File: config.mk
export PLATFORM = sky130hd
export DESIGN_NAME = imm_decode_pipe
export DESIGN_NICKNAME = d
export VERILOG_FILES = /design/src/rtl/imm_decode_pipe.sv
export SDC_FILE = /design/constraint.sdc
export NUM_CORES = 1
export LEC_CHECK = 0
export ABC_CLOCK_PERIOD_IN_PS = 1900
export CAP_MARGIN = 20
export CORE_AREA = 5 5 108 110
export DETAILED_ROUTE_END_ITERATION = 16
export DIE_AREA = 0 0 113 115
export GPL_TIMING_DRIVEN = 0
export PLACE_DENSITY = 0.78
export SLEW_MARGIN = 20
export SYNTH_ARGS = -nofsm -noshare
export SYNTH_HDL_FRONTEND = slang
export SYNTH_SLANG_ARGS = --single-unit
File: constraint.sdc
create_clock -name clk -period 1.9 [get_ports clk]
set_input_delay 0.38 -clock clk [delete_from_list [all_inputs] [get_ports clk]]
set_output_delay 0.38 -clock clk [all_outputs]
set_load 0.05 [all_outputs]
File: src/rtl/imm_decode_pipe.sv
`default_nettype none
// ============================================================================
// Module  : imm_decode_pipe
// Brief   : RV32I immediate decoder feeding an elastic valid/ready pipeline
//           with flush, illegal-opcode flag and a saturating illegal counter.
// Revision: 1.0 - initial release
// ============================================================================
module imm_decode_pipe #(
  parameter int DATA_W = 32,
  parameter int STAGES = 2,
  parameter int TAG_W  = 5,
  parameter int CNT_W  = 16
) (
  input  logic              clk,
  input  logic              rst,
  input  logic              flush,
  input  logic              in_valid,
  output logic              in_ready,
  input  logic [31:0]       instr,
  input  logic [TAG_W-1:0]  in_tag,
  output logic              out_valid,
  input  logic              out_ready,
  output logic [DATA_W-1:0] imm,
  output logic [2:0]        fmt,
  output logic              illegal,
  output logic [TAG_W-1:0]  out_tag,
  output logic [CNT_W-1:0]  illegal_cnt
);

  localparam logic [2:0] FMT_R     = 3'd0;
  localparam logic [2:0] FMT_I     = 3'd1;
  localparam logic [2:0] FMT_S     = 3'd2;
  localparam logic [2:0] FMT_B     = 3'd3;
  localparam logic [2:0] FMT_U     = 3'd4;
  localparam logic [2:0] FMT_J     = 3'd5;
  localparam logic [2:0] FMT_SHAMT = 3'd6;
  localparam logic [2:0] FMT_INV   = 3'd7;

  logic [31:0]       dec_imm32;
  logic [DATA_W-1:0] dec_imm;
  logic [2:0]        dec_fmt;
  logic              dec_illegal;

  // Every format is built as a 32-bit value whose bit 31 is the correct
  // extension bit, so one signed widening covers all of them.
  always_comb begin
    dec_imm32   = 32'd0;
    dec_fmt     = FMT_INV;
    dec_illegal = 1'b0;
    case (instr[6:0])
      7'b0010011: begin
        if (instr[14:12] == 3'b001 || instr[14:12] == 3'b101) begin
          dec_fmt   = FMT_SHAMT;
          dec_imm32 = {27'd0, instr[24:20]};
        end else begin
          dec_fmt   = FMT_I;
          dec_imm32 = {{20{instr[31]}}, instr[31:20]};
        end
      end
      7'b0000011, 7'b1100111, 7'b0001111, 7'b1110011: begin
        dec_fmt   = FMT_I;
        dec_imm32 = {{20{instr[31]}}, instr[31:20]};
      end
      7'b0100011: begin
        dec_fmt   = FMT_S;
        dec_imm32 = {{20{instr[31]}}, instr[31:25], instr[11:7]};
      end
      7'b1100011: begin
        dec_fmt   = FMT_B;
        dec_imm32 = {{20{instr[31]}}, instr[7], instr[30:25], instr[11:8], 1'b0};
      end
      7'b0110111, 7'b0010111: begin
        dec_fmt   = FMT_U;
        dec_imm32 = {instr[31:12], 12'd0};
      end
      7'b1101111: begin
        dec_fmt   = FMT_J;
        dec_imm32 = {{12{instr[31]}}, instr[19:12], instr[20], instr[30:21], 1'b0};
      end
      7'b0110011: begin
        dec_fmt   = FMT_R;
      end
      default: begin
        dec_fmt     = FMT_INV;
        dec_illegal = 1'b1;
      end
    endcase
  end

  assign dec_imm = DATA_W'($signed(dec_imm32));

  logic [STAGES-1:0] valid_q, valid_d;
  logic [STAGES-1:0] illegal_q, illegal_d;
  logic [DATA_W-1:0] imm_q [STAGES];
  logic [DATA_W-1:0] imm_d [STAGES];
  logic [2:0]        fmt_q [STAGES];
  logic [2:0]        fmt_d [STAGES];
  logic [TAG_W-1:0]  tag_q [STAGES];
  logic [TAG_W-1:0]  tag_d [STAGES];
  logic [STAGES-1:0] ready;
  logic [CNT_W-1:0]  cnt_q, cnt_d;

  // Stage k may load when any stage at or downstream of it is empty, or the
  // consumer is taking the tail entry.
  always_comb begin : ready_chain
    logic acc;
    acc   = out_ready;
    ready = '0;
    for (int k = STAGES - 1; k >= 0; k--) begin
      acc      = acc | ~valid_q[k];
      ready[k] = acc;
    end
  end

  always_comb begin
    valid_d   = valid_q;
    illegal_d = illegal_q;
    imm_d     = imm_q;
    fmt_d     = fmt_q;
    tag_d     = tag_q;
    if (ready[0]) begin
      valid_d[0] = in_valid;
      if (in_valid) begin
        imm_d[0]     = dec_imm;
        fmt_d[0]     = dec_fmt;
        illegal_d[0] = dec_illegal;
        tag_d[0]     = in_tag;
      end
    end
    for (int k = 1; k < STAGES; k++) begin
      if (ready[k]) begin
        valid_d[k] = valid_q[k-1];
        if (valid_q[k-1]) begin
          imm_d[k]     = imm_q[k-1];
          fmt_d[k]     = fmt_q[k-1];
          illegal_d[k] = illegal_q[k-1];
          tag_d[k]     = tag_q[k-1];
        end
      end
    end
    if (flush) begin
      valid_d = '0;
    end
  end

  always_comb begin
    cnt_d = cnt_q;
    if (out_valid && out_ready && illegal && (cnt_q != {CNT_W{1'b1}})) begin
      cnt_d = cnt_q + CNT_W'(1);
    end
  end

  always_ff @(posedge clk) begin
    if (rst) begin
      valid_q   <= '0;
      illegal_q <= '0;
      cnt_q     <= '0;
      for (int k = 0; k < STAGES; k++) begin
        imm_q[k] <= '0;
        fmt_q[k] <= '0;
        tag_q[k] <= '0;
      end
    end else begin
      valid_q   <= valid_d;
      illegal_q <= illegal_d;
      cnt_q     <= cnt_d;
      for (int k = 0; k < STAGES; k++) begin
        imm_q[k] <= imm_d[k];
        fmt_q[k] <= fmt_d[k];
        tag_q[k] <= tag_d[k];
      end
    end
  end

  assign in_ready    = ready[0];
  assign out_valid   = valid_q[STAGES-1];
  assign imm         = imm_q[STAGES-1];
  assign fmt         = fmt_q[STAGES-1];
  assign illegal     = illegal_q[STAGES-1];
  assign out_tag     = tag_q[STAGES-1];
  assign illegal_cnt = cnt_q;

endmodule
`default_nettype wire

==> metrics.cfg <==
[outcome]
status = complete, no violations

[clock_network]
cts_hold_buf = 0
cts_tree = yes
cts_root_buf = clkbuf_8
cts_made_buffers = 9
htreeDepth = 3
clock_latency_ns = 0.36
cts_sinks = 100
clockBufferDepth = 2
clk_pin_slew_ns = 0.09

[synth]
postSynthCellCount = 558
yosys.area.top_type = dfxtp_1
yosysSeqAreaShare_pct = 42.8
synthDistinctLibCells = 53
ys_ff_latch = 100
async_reset_ff_share_pct = 0
ys_warn_count = 0
synth_top_area_share_pct = 42.8
postSynthAreaPerCell_um2 = 8.37
synth_fp_nets = 601
synthesis.area_um2 = 4670
synth_edf_count = 0
synthTopCellsByArea = dfxtp_1 (43%), nand2_1 (9.6%), a21oi_1 (7.1%), buf_4 (7.1%), a22oi_1 (3.7%)
ys.flop_type = dfxtp_1

[sta]
setup_violations = 0
relSlewSlack_pct = 54.1
fin_skew_ns = 0.00969
rsz0062_at_grt = false
fmax_mhz = 544
setup_slack_ns = 0.0615
min_period_ns = 1.84
hold_viol = 0
tightest_slew_ns = 0.677
finalCritPeriodShare_pct = 96.8
slew_viol_final = 0

[worst_setup_path]
cp_cell_sequence = clkdlybuf4s50_1 > buf_2 > a21oi_1 > a221oi_4 > buf_12 > nand2b_4 > buf_6 > a22oi_2
crit_path_end_kind = flip-flop
cp.buffers_inverters = 4
critPathKind = input pin to flip-flop
cp_slowest_cell = clkdlybuf4s50_1
arrival_ns = 2.13
cp_top_family = buffers and inverters
start_kind = input pin
ff2ff_path_depth = 7
max_stage_delay_ns = 0.50
cp.depth = 8
worstPathRequired_ns = 2.19
cp_max_fo = 10

[power_and_ir_drop]
comb_power_share_pct = 10.0
power.density_nw_per_um2 = 604
p_switching_uw = 929
netSwitchingFraction_pct = 25.1
ir_worst_vdd_mv = 0.299
clock_power_share_pct = 32.9
leakagePower_uw = 0.00240
finalPower_uw = 3710
pwr-share-seq_pct = 57.0
p_int_uw = 2780

[placed_design]
pre_cts_ws_ns = -0.572
gp_congestion = 0.882
port_buffers = 98
dp_hpwl_um = 9480

[global_routing]
grt_pass1_vias = 4249
grt_overflow = 0
grt_first_pass_wirelength_um = 20300
grt_max_degree = 16
grt_use_total_pct = 19.0
antenna_found_initial = 1

[final_layout]
area.growth.synth_to_final_pct = 31.3
nNetsFinal = 713
final_common_cell = nand2_1
layout_common_cells = nand2_1 (114), dfxtp_1 (83), a21oi_1 (65)
layout-drive-gt1-share_pct = 21.2

[detailed_routing]
wl_um = 12300
vias = 4292
wl_per_cell_um = 15.1
final_antenna_net_count = 0
first_iter_violations = 176
drc = 0
first_pass_iters = 4
drt-vias-per-instance = 5.26

[die]
die_h_um = 115
die_width_um = 113
core_um2 = 10600
ios = 101
num_rows = 38
start_util_pct = 44.1
dieArea_um2 = 13000

[job]
maxCapViolCount = 0

[hold_path]
holdPathStages = 2
hp-class = flip-flop to flip-flop

-- sequential cells by signal, summed over array words and instances (netlist names) --
| name | cells |
|---|---|
| illegal_q | 2 |
| illegal_cnt | 16 |
| tag_q | 5 |
| fmt_q | 3 |
| imm_q | 32 |
| valid_q | 2 |
| imm | 32 |
| fmt | 3 |
| out_tag | 5 |
-- per-stage QoR --
stage                     TNS [ns]  util [%]  instance area, µm²  hold slack (ns)  std cells
final                            0      57.9                6130            0.446        816
after global routing             0      57.9                6130            0.474        816
after CTS                        0      57.2                6060            0.446        813
after detailed placement    -34.09      55.7                5910            0.444        796
after global placement      -31.94      55.7                5910            0.441        796
after floorplan             -0.139         -                4750            0.425        558
-- cells in the mapped netlist, types with 9 or more instances --
cell,number
nand2_1,120
dfxtp_1,100
a21oi_1,66
buf_4,44
clkbuf_1,29
nor2_1,26
a22oi_1,23
a211oi_1,13
nand3_1,11
a211oi_2,10
o21ai_1,10
xnor2_1,10
nand4_1,9
-- power groups by stage --
stage | clock, µW | sequential, µW | combinational [µW]
after CTS | 1260 | 2110 | 361
after global routing | 1350 | 2120 | 402
after global placement | 0 | 2160 | 351
after floorplan | 0 | 2170 | 191
final | 1220 | 2110 | 372
after detailed placement | 0 | 2160 | 356
-- cell families (layout without fill, tap and decap cells) --
| logic type | count (synthesis) | after routing | share of synthesized area [%] |
|---|---|---|---|
| AO/OA/AOI/OAI | 154 | 154 | 23.6 |
| buffers and inverters | 84 | 201 | 10.6 |
| multiplexers | 2 | 2 | 0.455 |
| other | 0 | 1 | 0 |
| XOR/XNOR | 13 | 13 | 2.44 |
| adder cells (fa/ha/maj) | 1 | 1 | 0.268 |
| AND/OR/NAND/NOR | 204 | 204 | 19.8 |
| flip-flops | 100 | 100 | 42.8 |
-- repair_timing --
item	CTS	global route
setup endpoints to repair	90	66
gates cloned	1	1
buffers inserted	3	1
gates resized for setup	74	21
pin swaps	2	1
-- metal layers --
layer	global-route usage [%]	vias to the layer above	share of wire, %
met5	0	-	0
met4	4.17	0	1.0
met3	5.58	11	7.1
met2	33.1	124	48
met1	23.2	2025	44
li1	-	2132	-
-- path summary, 6_finish.rpt --
check,from,end,slack [ns]
max,instr[6],imm_q[51],0.06
max reg2reg,illegal_cnt[0],illegal_cnt[13],0.10
min,fmt_q[5],fmt[2],0.45
min reg2reg,fmt_q[5],fmt[2],0.45
-- layout make-up --
class                      instances  area (µm²)
fill                            1026        4470
sequential                       100        2040
antenna                            1        2.50
clock inverter                     3        20.0
tap                              140         175
multi-input combinational        374        2270
clock buffer                      13         149
inverter                           6        22.5
buffer                            75         498
timing repair buffer             104         963
-- worst register-to-register path: cells and delay by family, from the launching register on --
family	cells	cell delay [ns]
flip-flops	1	0.36
AO/OA/AOI/OAI	1	0.47
buffers and inverters	1	0.17
AND/OR/NAND/NOR	3	0.28
adder cells (fa/ha/maj)	1	0.22
XOR/XNOR	1	0.17
No activity file was read; power rests on OpenSTA's default activity.
